$ cat src/rtl/vram_arbiter.sv
// Pixel-memory arbiter: VGA scan-out fetch has priority, and game writes
// drain from a small FIFO in every non-fetch cycle.
module vram_arbiter #(
    parameter int FB_W       = 160,
    parameter int FB_H       = 120,
    parameter int ADDR_W     = 15,
    parameter int DATA_W     = 8,
    parameter int FIFO_DEPTH = 4
) (
    input  logic              clk,
    input  logic              rst,
    input  logic [9:0]        h_cnt,
    input  logic [9:0]        v_cnt,
    input  logic              valid,
    input  logic              wr_valid,
    output logic              wr_ready,
    input  logic [ADDR_W-1:0] wr_addr,
    input  logic [DATA_W-1:0] wr_data,
    output logic              wr_err,
    output logic              mem_en,
    output logic              mem_we,
    output logic [ADDR_W-1:0] mem_addr,
    output logic [DATA_W-1:0] mem_wdata,
    input  logic [DATA_W-1:0] mem_rdata,
    output logic [DATA_W-1:0] pix_rgb,
    output logic              in_vblank
);

    localparam int PW = $clog2(FIFO_DEPTH);
    localparam int CW = PW + 1;
    localparam logic [ADDR_W-1:0] FB_SIZE = ADDR_W'(FB_W * FB_H);
    localparam logic [CW-1:0]     DEPTH_C = CW'(FIFO_DEPTH);

    logic [ADDR_W-1:0] fa_mem [FIFO_DEPTH];
    logic [DATA_W-1:0] fdat_mem [FIFO_DEPTH];

    logic [PW-1:0]     wp_q, wp_d, rp_q, rp_d;
    logic [CW-1:0]     cnt_q, cnt_d;
    logic              rdy_q;
    logic [ADDR_W-1:0] addr_q, addr_d;
    logic [DATA_W-1:0] wdata_q, wdata_d;
    logic [DATA_W-1:0] hold_q, hold_d;
    logic              v1_q, v2_q, fd_q, vb_q;

    logic              fetch, push, pop, head_ok, wr_go;
    logic [ADDR_W-1:0] vrow, hcol, faddr, head_a;

    // FB_W = 160 multiply as (row << 7) + (row << 5)
    assign vrow  = ADDR_W'(v_cnt[9:2]);
    assign hcol  = ADDR_W'(h_cnt[9:2]);
    assign faddr = (vrow << 7) + (vrow << 5) + hcol;

    assign fetch   = !rst && valid && (h_cnt[1:0] == 2'b00);
    assign push    = wr_valid && rdy_q;
    assign pop     = !fetch && (cnt_q != '0);
    assign head_a  = fa_mem[rp_q];
    assign head_ok = head_a < FB_SIZE;
    assign wr_go   = pop && head_ok;

    always_comb begin
        wp_d    = push ? wp_q + PW'(1) : wp_q;
        rp_d    = pop  ? rp_q + PW'(1) : rp_q;
        cnt_d   = cnt_q;
        addr_d  = addr_q;
        wdata_d = wdata_q;
        if (push && !pop) cnt_d = cnt_q + CW'(1);
        if (pop && !push) cnt_d = cnt_q - CW'(1);
        if (fetch) begin
            addr_d = faddr;
        end else if (wr_go) begin
            addr_d  = head_a;
            wdata_d = fdat_mem[rp_q];
        end
        hold_d = fd_q ? mem_rdata : hold_q;
    end

    assign mem_en    = fetch || wr_go;
    assign mem_we    = wr_go;
    assign mem_addr  = addr_d;
    assign mem_wdata = wdata_d;
    assign wr_err    = pop && !head_ok;
    assign wr_ready  = rdy_q;
    assign pix_rgb   = v2_q ? hold_q : '0;
    assign in_vblank = vb_q;

    always_ff @(posedge clk or posedge rst) begin
        if (rst) begin
            wp_q    <= '0;
            rp_q    <= '0;
            cnt_q   <= '0;
            rdy_q   <= 1'b0;
            addr_q  <= '0;
            wdata_q <= '0;
            hold_q  <= '0;
            v1_q    <= 1'b0;
            v2_q    <= 1'b0;
            fd_q    <= 1'b0;
            vb_q    <= 1'b0;
        end else begin
            wp_q    <= wp_d;
            rp_q    <= rp_d;
            cnt_q   <= cnt_d;
            rdy_q   <= cnt_d < DEPTH_C;
            addr_q  <= addr_d;
            wdata_q <= wdata_d;
            hold_q  <= hold_d;
            v1_q    <= valid;
            v2_q    <= v1_q;
            fd_q    <= fetch;
            vb_q    <= v_cnt >= 10'd480;
        end
    end

    // Entry storage needs no reset; the pointers define what is live
    always_ff @(posedge clk) begin
        if (push) begin
            fa_mem[wp_q]   <= wr_addr;
            fdat_mem[wp_q] <= wr_data;
        end
    end

endmodule

$ cat config.mk
export PLATFORM = sky130hd
export DESIGN_NAME = vram_arbiter
export DESIGN_NICKNAME = d
export VERILOG_FILES = /design/src/rtl/vram_arbiter.sv
export SDC_FILE = /design/constraint.sdc
export NUM_CORES = 1
export LEC_CHECK = 0
export BUFFER_PORTS_ARGS = -buffer_cell sky130_fd_sc_hd__buf_2
export CORE_MARGIN = 2
export CORE_UTILIZATION = 26
export CTS_CLUSTER_SIZE = 40
export DETAILED_ROUTE_END_ITERATION = 16
export MAX_ROUTING_LAYER = met4
export SLEW_MARGIN = 20
export SYNTH_ARGS = -nofsm -noshare
export SYNTH_HDL_FRONTEND = slang
export SYNTH_SLANG_ARGS = --single-unit
$ cat constraint.sdc
create_clock -name clk -period 8.5 [get_ports clk]
set_input_delay 1.7 -clock clk [delete_from_list [all_inputs] [get_ports clk]]
set_output_delay 1.7 -clock clk [all_outputs]
set_load 0.01 [all_outputs]
# ---- Word-level counts from Yosys, hierarchy flattened
# Memories as Yosys holds them, arrays and structs flattened.
# Cells that the tools add are included.
dict set report classes {
  reduce_logical 16
  addsub 6
  order_cmp 3
  muxes 9
}
# cell count
set ops {}
lappend ops {{2-to-1 mux 15 bit} 2}
lappend ops {{2-to-1 mux 8 bit} 3}
lappend ops {{adder 15 x 13 -> 15 bit} 1}
lappend ops {{adder 15 x 8 -> 15 bit} 1}
lappend ops {{< comparator 15 bit, second input constant} 1}
lappend ops {{>= comparator 10 x 9 -> 1 bit, second input constant} 1}
lappend ops {{logical AND 1 bit} 8}
lappend ops {{2-to-1 mux 3 bit} 2}
lappend ops {{zero test 1 bit} 5}
lappend ops {{adder 2 x 1 -> 2 bit, second input constant} 2}
lappend ops {{adder 3 x 1 -> 3 bit, second input constant} 1}
lappend ops {{< comparator 3 bit, second input constant} 1}
lappend ops {{nonzero test 3 bit} 1}
lappend ops {{subtractor 3 x 1 -> 3 bit, second input constant} 1}
lappend ops {{zero test 2 bit} 1}
lappend ops {{2-to-1 mux 1 bit} 2}
lappend ops {{logical OR 1 bit} 1}
dict set report totals {
  ramBits 92
  regBits 43
  memories 2
  out_inout_bits 36
  wordCells 47
  inputBits 55
}
# name depth word_bits rd rd_clocked_by_memory_dff write_ports line
set mem_list {}
lappend mem_list {fa_mem 4 15 1 0 1 34} ;# logic [ADDR_W-1:0] fa_mem [FIFO_DEPTH];
lappend mem_list {fdat_mem 4 8 1 0 1 35} ;# logic [DATA_W-1:0] fdat_mem [FIFO_DEPTH];

# ---- Longest topological paths before layout
# Gate-level depths: netlist of run 1.
dict set report logic_depth {
  ltp_word 10
  depth_mapped 11
  mapped_depth_nobuf 11
}

# ---- Least setup slack after synthesis of run 1
# Ideal clock, no wire load.
dict set report synth_timing {
  kind {input-to-output}
  start {input port rst}
  end {output port mem_addr[0]}
  setup_slack_ns 2.649
  stages 9
  n_path_buf 1
  arrival_time_ns 4.151
  required_ns 6.800
  path_cell_list {inv_1 > nand3_1 > inv_1 > a21o_1 > a21oi_4 > nor2_2 > inv_2 > buf_4 > o21ai_0}
}
dict set report synth_between {
  elab_chain_len 8
}
# element line
set synth_lines {}
lappend synth_lines {{start: declaration} 11} ;# input logic rst,
lappend synth_lines {{zero test 1 bit (no line) (*)} n/a}
lappend synth_lines {{logical AND 1 bit (*) (2 in series)} 53} ;# assign fetch = !rst && valid && (h_cnt[1:0] == 2'b00);
lappend synth_lines {{zero test 1 bit} 55} ;# assign pop = !fetch && (cnt_q != '0);
lappend synth_lines {{logical AND 1 bit} 55}
lappend synth_lines {{logical AND 1 bit} 58} ;# assign wr_go = pop && head_ok;
lappend synth_lines {{2-to-1 mux 15 bit} 70} ;# end else if (wr_go) begin
lappend synth_lines {{2-to-1 mux 15 bit (*)} 68} ;# if (fetch) begin
lappend synth_lines {{end: declaration} 22} ;# output logic [ADDR_W-1:0] mem_addr,
# Every way passes the cells marked *; elsewhere a longest branch is shown, timed or not.

# ---- Final worst setup path of run 1
dict set report layout_timing {
  start {input port rst}
  end {output port mem_addr[13]}
}
# Same word-level chain as after synthesis.

==> impl_metrics.ini, run 1 <==
[setup_path]
cp_top_family = compound AO/OA/AOI/OAI gates
end_kind = output port
worst_ep_arrival_time_ns = 4.66
worstReg2RegStart = rp_q[0]
critical_path.cell_chain = buf_2 -> inv_2 -> buf_4 -> nand3_1 -> inv_1 -> a21o_1 -> a21oi_4 -> nor2_2 -> inv_2 -> o221ai_1 -> buf_2
top_fanout_value_on_the_critical_path = 44
endpoint_of_the_lowest_slack_register_to_register_path = addr_q[13]
worstPathRequired_ns = 6.80
timing.setup.critical_path_class = in2out
worst_setup_path_endpoint = mem_addr[13]
cp-startpoint = rst
critical_path.slowest_cell = sky130_fd_sc_hd__a21oi_4
worstPathBufferInverterCount = 6
worst-r2r-setup-slack_ns = 4.88
r2r.worst_path.cells = 7
crit_path_start_kind = input pin
cp_max_stage_delay_ns = 0.73
critical_path_cell_count = 11

[place]
place_worst_setup_slack_ns = 2.09
finalWeightedCongestion = 0.718
post-dp-hpwl_mm = 7.87
portBuffers = 88

[clocking]
cts_made_buffers = 17
cts_tree = done
postCtsHoldBufs = 0
clkLatencyLatePin_ns = 0.41
max-clock-path-buffers = 2
clk_transition_reported_paths_ns = 0.06
post_cts_resize_count = 0
cts.sinks = 135
post_cts.repair.setup_buffers = 0
htreeDepth = 4
clk_root_buffer_cell = sky130_fd_sc_hd__clkbuf_16

[yosys]
number_of_enable_flip_flop_cells_after_synthesis = 92
synth.cells.most_frequent = sky130_fd_sc_hd__edfxtp_1 (92), sky130_fd_sc_hd__dfrtp_1 (43), sky130_fd_sc_hd__inv_1 (26), sky130_fd_sc_hd__ha_1 (24), sky130_fd_sc_hd__mux4_2 (23)
post_synth_num_cell_types = 32
yosysTopAreaCell = sky130_fd_sc_hd__edfxtp_1
synth.top_cells.by_area = sky130_fd_sc_hd__edfxtp_1 (49%), sky130_fd_sc_hd__dfrtp_1 (19%), sky130_fd_sc_hd__mux4_2 (9.2%), sky130_fd_sc_hd__ha_1 (5.4%), sky130_fd_sc_hd__mux2_2 (2.4%)
syn-mean-instance-area_um2 = 17.1
synthesis.nets = 408
yosysMostFrequentCell = sky130_fd_sc_hd__edfxtp_1
synth_seq_cells = 135
post_synth_inst_count = 327
mappedNetlistArea_mm2 = 0.00561
synthDominantCellAreaShare_pct = 49.3
synth-warning-count = 0
postSynth.asyncResetShare_pct = 31.9
synth_seq_area_share_pct = 68.5
dominantRegCellSynth = sky130_fd_sc_hd__edfxtp_1

[sta]
hold_ws_ns = 0.363
setup_violations = 0
skew_ns = 0.0109
setup_slack_ns = 2.14
finalCriticalPeriod_ns = 6.36
number_of_failing_hold_endpoints_at_the_final_stage = 0
fin_crit_sh_pct = 74.8
max_slew.worst_pin.slew_ns = 0.928
clock.fmax_mhz = 157
finalSetupTns_ns = 0
final_max_tran_viols = 0
setup_repair_after_global_routing_missed_its_margin = no
slew_headroom_pct = 38.0

[pwr]
power.density_mw_per_mm2 = 359
share_seq_of_total_power_pct = 37.6
ir_worst_vdd_mv = 0.171
reported_leakage_power_nw = 2.82
total_power_mw = 2.51
internal_cell_power_mw = 1.69
power.switching_mw = 0.818
clock_power_share_pct = 29.0
comb_power_share_pct = 33.4
switching_share_pct = 32.6

[floorplanning]
chipWidth_um = 151
start_util_pct = 26.6
fp-row-count = 53
design.core.area_mm2 = 0.0211
die_area_mm2 = 0.0228
pin_count = 91
die_h_um = 151

[routing]
via_count = 3116
final_antenna_net_count = 0
drt-initial-drc-count = 151
wire_per_inst_um = 16.7
detail_route.first_pass.iterations = 4
via_per_inst = 4.33
wl_mm = 12.0
drcViolationCount = 0

[run]
timing.max_cap.violations = 0

[grt]
overflow_left_after_global_routing = 0
grt_antenna_before_repair = 1
grt_max_degree = 45
first_global_vias = 3203
gr-usage-all-layers_pct = 11.2
grt_first_pass_wirelength_mm = 17.8

[hold_path]
min-delay-path-class = reg2reg

[layout]
post_route_cells_drive_above_1_share_pct = 36.8
layout.nets = 511
finish.utilization_pct = 33.1
areaGrowthSynthToFinish_pct = 24.5

[run_status]
status = finished clean
## area by class of cell
cell class,count,area (um^2)
multi-input cells,155,1620
flip-flops and latches,135,3840
well taps,275,344
diodes,1,2.50
clock inverters,14,160
clock buffers,18,429
fillers,2066,14100
repair buffers,94,485
inverters,27,101
## cells by family (layout without fill, tap and decap cells)
group,after synthesis,in the layout,share of synthesized area (%)
DFF,135,135,68.5
and+or+nand+nor,34,34,2.99
AOI/OAI and AO/OA,45,45,5.62
buffers and inverters,37,153,2.68
other,0,1,0
adders and majority gates,26,26,6.07
muxes,39,39,12.5
xor gates and xnor gates,11,11,1.72
## cells in the final DEF, fill, tap and decap left out, types with 3 or more instances in the layout
| master | n |
|---|---|
| sky130_fd_sc_hd__ha_1 | 24 |
| sky130_fd_sc_hd__dfrtp_1 | 42 |
| sky130_fd_sc_hd__edfxtp_1 | 92 |
| sky130_fd_sc_hd__inv_1 | 25 |
| sky130_fd_sc_hd__mux4_2 | 23 |
| sky130_fd_sc_hd__and3_1 | 6 |
| sky130_fd_sc_hd__xor2_1 | 4 |
| sky130_fd_sc_hd__clkbuf_16 | 17 |
| sky130_fd_sc_hd__buf_4 | 6 |
| sky130_fd_sc_hd__o21ai_0 | 12 |
| sky130_fd_sc_hd__a21oi_1 | 6 |
| sky130_fd_sc_hd__bufinv_16 | 3 |
| sky130_fd_sc_hd__mux2_2 | 12 |
| sky130_fd_sc_hd__xnor2_1 | 7 |
| sky130_fd_sc_hd__nor2_1 | 8 |
| sky130_fd_sc_hd__clkinv_2 | 3 |
| sky130_fd_sc_hd__and2_1 | 8 |
| sky130_fd_sc_hd__a221o_1 | 5 |
| sky130_fd_sc_hd__nand2_1 | 9 |
| sky130_fd_sc_hd__buf_2 | 88 |
| sky130_fd_sc_hd__clkinvlp_4 | 4 |
| sky130_fd_sc_hd__a22oi_1 | 8 |
| sky130_fd_sc_hd__mux2_1 | 4 |
| sky130_fd_sc_hd__a21o_1 | 6 |
## worst register-to-register path: cells and delay by family (launching register included)
family          cells  cell delay (ns)
simple gates        1             0.18
flops               1             0.96
mux                 1             0.63
compound gates      4             1.45
buf+inv             1             0.25
## how the worst min path moves through the flow
stage                     from   end  cells after the start  slack (ns)
final                     v1_q  v2_q                      0        0.36
after global routing      v1_q  v2_q                      0        0.39
after CTS                 v1_q  v2_q                      0        0.36
after detailed placement  v1_q  v2_q                      0        0.35
after global placement    v1_q  v2_q                      0        0.34
after floorplan           v1_q  v2_q                      0        0.33
## registers in the layout, summed over array words and instances, names as in the netlist
register,cells
fa_mem,60
fdat_mem,32
addr_q,15
hold_q,8
wdata_q,8
cnt_q,3
rp_q,2
wp_q,2
fd_q,1
in_vblank,1
v1_q,1
v2_q,1
wr_ready,1
## routing by layer
layer	GRT usage (%)	up-vias	routed length (um)
li1	-	1454	-
met1	12.6	1564	4950
met2	18.8	87	6140
met3	4.04	11	790
met4	3.36	0	106
met5	-	-	0
## per-stage QoR
stage | instance area (um^2) | instances
5_1_grt | 6980 | 719
3_5_place_dp | 6390 | 686
6_report | 6980 | 719
3_3_place_gp | 6390 | 686
2_1_floorplan | 5610 | 327
4_1_cts | 6980 | 718
## power by group through the flow
stage,clock [mW],combinational [mW],sequential [mW]
2_1_floorplan,0,0.584,0.911
3_3_place_gp,0,0.826,0.951
3_5_place_dp,0,0.847,0.960
4_1_cts,0.746,0.856,0.948
5_1_grt,0.776,0.919,0.961
6_report,0.726,0.838,0.943
Note: power is estimated with default switching activity, not from simulation.
==> run 2: changes to the inputs <==
Settings changed: ABC_AREA set to 1.
Clock period 8.5 ns to 5.2 ns, I/O delays scaled along.
==> run 2 against run 1 <==
- sequential power increased by 58%
- setup slack got worse by 1.1 ns
- area after synthesis increased by 8.9%
- first-iteration DRC count increased by 89%
- routed wire length increased by 14%
- total power increased by 81%
- cell area increased by 6.3%
- die area increased by 8.7%
- largest power group is now combinational logic
- highest routed layer unchanged
==> impl_metrics.ini, run 2 <==
[run_status]
status = finished clean

[grt]
grt_antenna_before_repair = 2
first_global_vias = 3831
grt_max_degree = 48
grt_first_pass_wirelength_mm = 21.0
overflow_left_after_global_routing = 0
gr-usage-all-layers_pct = 11.8

[layout]
final_cell_mix = sky130_fd_sc_hd__nand2_1 (92), sky130_fd_sc_hd__edfxtp_1 (92), sky130_fd_sc_hd__buf_2 (88)
top_register = fa_mem
areaGrowthSynthToFinish_pct = 21.6
biggestRegsByFlops = fa_mem x60, fdat_mem x32, addr_q x15
layout.nets = 704
multi_input_area_mm2 = 0.00194
ff_latch_area_mm2 = 0.00384
largest_register_ffs = 60
post-route-cell-area_mm2 = 0.00742
post_route_cells_drive_above_1_share_pct = 27.4
num-fill-cells = 2392

[sta]
slew_headroom_pct = 47.1
fin_crit_sh_pct = 79.7
hold_ws_ns = 0.346
skew_ns = 0.0128
max_slew.worst_pin.slew_ns = 0.792
number_of_failing_hold_endpoints_at_the_final_stage = 0
setup_repair_after_global_routing_missed_its_margin = no
finalCriticalPeriod_ns = 4.15
setup_violations = 0
clock.fmax_mhz = 241
final_max_tran_viols = 0
finalSetupTns_ns = 0

[routing]
detail_route.first_pass.iterations = 4
via_count = 4041
drt-initial-drc-count = 286
wl_mm = 13.7
drcViolationCount = 0
via_per_inst = 4.22
wire_per_inst_um = 14.3
final_antenna_net_count = 0

[clocking]
cts.sinks = 135
post_cts_resize_count = 0
cts_made_buffers = 17
htreeDepth = 4
clk_root_buffer_cell = sky130_fd_sc_hd__clkbuf_16
post_cts.repair.setup_buffers = 0
cts_tree = done
max-clock-path-buffers = 2
clk_transition_reported_paths_ns = 0.06
postCtsHoldBufs = 0
clkLatencyLatePin_ns = 0.42

[pwr]
ir_worst_vdd_mv = 0.358
reported_leakage_power_nw = 3.22
power.density_mw_per_mm2 = 613

[setup_path]
worst_ep_arrival_time_ns = 3.11
endpoint_of_the_lowest_slack_register_to_register_path = wdata_q[7]
crit_path_start_kind = input pin
worstReg2RegStart = rp_q[0]
worst-r2r-setup-slack_ns = 2.66
end_kind = output port
cp-startpoint = h_cnt[9]
r2r.worst_path.cells = 11
worstPathRequired_ns = 4.16
timing.setup.critical_path_class = in2out
top_fanout_value_on_the_critical_path = 4
worst_setup_path_endpoint = mem_addr[12]

[run]
timing.max_cap.violations = 0

[place]
dpl-instance-area_mm2 = 0.00686
portBuffers = 88
finalWeightedCongestion = 0.752
post-dp-hpwl_mm = 8.76

[yosys]
postSynth.asyncResetShare_pct = 31.9
synth_seq_area_share_pct = 62.9
synth-warning-count = 0
synth.top_cells.by_area = sky130_fd_sc_hd__edfxtp_1 (45%), sky130_fd_sc_hd__dfrtp_1 (18%), sky130_fd_sc_hd__nand2_1 (5.7%), sky130_fd_sc_hd__ha_1 (4.9%), sky130_fd_sc_hd__nand3_2 (3.9%)
syn-mean-instance-area_um2 = 11.5
post_synth_inst_count = 533
dominantRegCellSynth = sky130_fd_sc_hd__edfxtp_1
post_synth_num_cell_types = 31
synth.cells.most_frequent = sky130_fd_sc_hd__edfxtp_1 (92), sky130_fd_sc_hd__nand2_1 (92), sky130_fd_sc_hd__inv_1 (47), sky130_fd_sc_hd__dfrtp_1 (43), sky130_fd_sc_hd__nor2_1 (41)
synthesis.nets = 614
yosysTopAreaCell = sky130_fd_sc_hd__edfxtp_1
synthDominantCellAreaShare_pct = 45.2
mappedNetlistArea_mm2 = 0.00611
number_of_enable_flip_flop_cells_after_synthesis = 92
synth_seq_cells = 135

[floorplanning]
pin_count = 91
start_util_pct = 26.2
die_area_mm2 = 0.0247
fp-row-count = 56
die_h_um = 157
design.core.area_mm2 = 0.0233
chipWidth_um = 157

[hold_path]
min-delay-path-class = reg2reg
==> run 2: per-stage QoR <==
stage          util (%)  setup slack (ns)  instances  power [mW]
3_3_place_gp       29.5              1.03        923        3.45
2_1_floorplan         -              1.15        533        2.87
4_1_cts            31.9              1.02        955        4.63
3_5_place_dp       29.5              1.03        923        3.48
5_1_grt            31.9             0.838        957        4.88
6_report           31.9              1.05        957        4.55
==> run 2: layer usage <==
metal / track usage, % / up-vias / wire [um]
li1: - / 2032 / -
met1: 14.9 / 1909 / 6320
met2: 18.4 / 95 / 6590
met3: 3.39 / 5 / 717
met4: 3.46 / 0 / 60
met5: - / - / 0
==> run 2: worst min path at each step <==
stage          startpoint    to  slack, ns  depth (start not counted)
6_report             v1_q  v2_q       0.35                          0
5_1_grt              v1_q  v2_q       0.36                          0
4_1_cts              v1_q  v2_q       0.35                          0
3_5_place_dp         v1_q  v2_q       0.34                          0
3_3_place_gp         v1_q  v2_q       0.34                          0
2_1_floorplan        v1_q  v2_q       0.33                          0
==> run 2: critical path: stages <==
cell and delay [ns]:
sky130_fd_sc_hd__buf_2 0.07, sky130_fd_sc_hd__inv_1 0.04, sky130_fd_sc_hd__fa_1 0.53, sky130_fd_sc_hd__inv_1 0.07, sky130_fd_sc_hd__fa_1 0.46, sky130_fd_sc_hd__nand3_1 0.10, sky130_fd_sc_hd__nand2_1 0.11, sky130_fd_sc_hd__inv_1 0.07
sky130_fd_sc_hd__o21bai_1 0.07, sky130_fd_sc_hd__o21ai_0 0.25, sky130_fd_sc_hd__nand3_2 0.14, sky130_fd_sc_hd__buf_2 0.16
==> run 2: cell type report <==
class | instances | area share [%]
Timing Repair Buffer | 95 | 6.64
Multi-Input combinational cell | 322 | 26.1
Tap cell | 319 | 5.38
Antenna cell | 2 | 0.0674
Clock inverter | 13 | 1.63
Clock buffer | 19 | 5.83
Inverter | 52 | 2.63
Sequential cell | 135 | 51.7
==> run 2: logic make-up after synthesis <==
logic type                 share of synthesized area (%)
AOI/OAI and AO/OA                                   6.45
xor gates and xnor gates                           0.430
adders and majority gates                           5.57
buffers and inverters                               5.64
DFF                                                 62.9
muxes                                               1.48
and+or+nand+nor                                     17.6
==> run 2: where the power goes <==
group          leakage, nW  switching (mW)  internal, mW
registers             1.36          0.0738          1.42
clock network        0.264           0.467         0.663
logic                 1.60            1.30         0.628
total                 3.22            1.84          2.71
==> run 3: changes to the inputs <==
Clock period 5.2 ns to 4.3 ns, I/O delays scaled along.
==> run 3 against run 2 <==
- non-clock buffer count up 3
- clock skew increased by 0.00076 ns
- global-route usage is 0.26 points higher
- setup slack lost 0.53 ns
- utilization rose by 0.20 points
- sequential share of layout area is 0.32 points lower
- worst hold slack better by 0.0050 ns
- register-to-register slack lost 0.67 ns
- cell count rose by 0.42%
- combinational power rose by 24%
- sequential cell count unchanged
- total power up 23%
- critical path type unchanged
==> impl_metrics.ini, run 3 (same netlist as run 2, synthesis figures left out) <==
[run_status]
status = finished clean

[clocking]
cts.sinks = 135
clk_root_buffer_cell = sky130_fd_sc_hd__clkbuf_16
post_cts.repair.setup_buffers = 0
htreeDepth = 4
max-clock-path-buffers = 2
post_cts_resize_count = 0
postCtsHoldBufs = 0
clk_transition_reported_paths_ns = 0.06
clkLatencyLatePin_ns = 0.42
cts_made_buffers = 17
cts_tree = done

[pwr]
power.switching_mw = 2.26
power.density_mw_per_mm2 = 746
share_seq_of_total_power_pct = 32.3
ir_worst_vdd_mv = 0.491
clock_power_share_pct = 24.9
reported_leakage_power_nw = 3.23
internal_cell_power_mw = 3.32
comb_power_share_pct = 42.8
switching_share_pct = 40.5

[routing]
via_count = 4116
drt-initial-drc-count = 263
wire_per_inst_um = 14.1
via_per_inst = 4.28
detail_route.first_pass.iterations = 4
final_antenna_net_count = 0
drcViolationCount = 0
wl_mm = 13.6

[sta]
setup_repair_after_global_routing_missed_its_margin = no
max_slew.worst_pin.slew_ns = 0.807
final_max_tran_viols = 0
clock.fmax_mhz = 265
fin_crit_sh_pct = 87.9
hold_ws_ns = 0.351
finalCriticalPeriod_ns = 3.78
slew_headroom_pct = 46.1
finalSetupTns_ns = 0
setup_violations = 0
skew_ns = 0.0136
number_of_failing_hold_endpoints_at_the_final_stage = 0

[place]
finalWeightedCongestion = 0.773
post-dp-hpwl_mm = 8.98
portBuffers = 88

[layout]
post_route_cells_drive_above_1_share_pct = 28.0
ff_latch_area_mm2 = 0.00384
final_cell_mix = sky130_fd_sc_hd__nand2_1 (92), sky130_fd_sc_hd__edfxtp_1 (92), sky130_fd_sc_hd__buf_2 (88)
areaGrowthSynthToFinish_pct = 22.3
multi_input_area_mm2 = 0.00194
biggestRegsByFlops = fa_mem x60, fdat_mem x32, addr_q x15
top_register = fa_mem
num-fill-cells = 2398
layout.nets = 707
largest_register_ffs = 60

[setup_path]
worstPathBufferInverterCount = 5
timing.setup.critical_path_class = in2out
end_kind = output port
worst_ep_arrival_time_ns = 2.92
cp_max_stage_delay_ns = 0.53
worstPathRequired_ns = 3.44
top_fanout_value_on_the_critical_path = 4
critical_path.cell_chain = buf_2 -> inv_1 -> fa_1 -> inv_1 -> fa_1 -> nand3_1 -> nand2_1 -> inv_1 -> o21bai_1 -> o21ai_0 -> nand3_2 -> buf_2
crit_path_frequent_cell = sky130_fd_sc_hd__inv_1
crit_path_start_kind = input pin
cp_top_family = adder cells
critical_path.slowest_cell = sky130_fd_sc_hd__fa_1

[hold_path]
min-delay-path-class = reg2reg

[grt]
grt_antenna_before_repair = 3
grt_first_pass_wirelength_mm = 21.5
overflow_left_after_global_routing = 0
gr-usage-all-layers_pct = 12.0
first_global_vias = 4001
grt_max_degree = 48

[floorplanning]
pin_count = 91
design.core.area_mm2 = 0.0233
fp-row-count = 56
chipWidth_um = 157
start_util_pct = 26.2
die_area_mm2 = 0.0247
die_h_um = 157

[run]
timing.max_cap.violations = 0
-- run 3: layer usage --
layer / vias to the layer above / GRT usage [%] / part of all wire, %
met2: 118 / 19.1 / 47
met3: 8 / 3.94 / 7.1
li1: 2046 / - / -
met4: 0 / 3.81 / 0.73
met5: - / - / 0
met1: 1944 / 14.5 / 45
-- run 3: worst reg2reg max path, cell delays in order (launching register included) --
cell	delay, ns
sky130_fd_sc_hd__dfrtp_1	0.39
sky130_fd_sc_hd__inv_2	0.29
sky130_fd_sc_hd__buf_4	0.35
sky130_fd_sc_hd__nand2_1	0.09
sky130_fd_sc_hd__nand3_1	0.08
sky130_fd_sc_hd__nand2_1	0.08
sky130_fd_sc_hd__nand2_1	0.09
sky130_fd_sc_hd__nand2_2	0.06
sky130_fd_sc_hd__nand2_4	0.16
sky130_fd_sc_hd__nand3_4	0.12
sky130_fd_sc_hd__buf_4	0.25
sky130_fd_sc_hd__nand3_1	0.10
sky130_fd_sc_hd__nand3_1	0.11
-- run 3: path summary, 6_finish.rpt --
| check | start | to | slack (ns) | cells after the start |
|---|---|---|---|---|
| worst min-delay path | v1_q | v2_q | 0.35 | 0 |
| worst max register to register | rp_q[0] | addr_q[14] | 1.99 | 12 |
| min in group asynchronous | rst | wp_q[0] | 0.62 | 3 |
| worst min register to register | v1_q | v2_q | 0.35 | 0 |
| max in group asynchronous | rst | addr_q[5] | 3.27 | 3 |
| worst max-delay path | h_cnt[9] | mem_addr[12] | 0.52 | 12 |
-- run 3: area by class of cell --
cell class,instances,area share [%]
inverter,52,2.61
tap,319,5.34
sequential,135,51.4
clock inverter,14,1.89
timing repair buffer,98,6.90
multi-input combinational,322,26.0
clock buffer,18,5.75
antenna,3,0.101
-- run 3: through the flow --
stage / utilization, % / cell area [um^2] / worst slack (ns) / cells / power [mW]
after floorplan: - / 6110 / 0.606 / 533 / 3.47
after global placement: 29.6 / 6890 / 0.530 / 926 / 4.22
after detailed placement: 29.6 / 6890 / 0.538 / 926 / 4.25
after CTS: 32.1 / 7460 / 0.512 / 958 / 5.66
after global routing: 32.1 / 7470 / 0.352 / 961 / 5.99
final: 32.1 / 7470 / 0.522 / 961 / 5.58
-- run 3: power groups by stage --
stage	Sequential [mW]	Combinational, mW	Clock (mW)
after floorplan	1.82	1.65	0
after global placement	1.82	2.40	0
after detailed placement	1.83	2.42	0
after CTS	1.80	2.43	1.42
after global routing	1.84	2.68	1.48
final	1.80	2.39	1.39
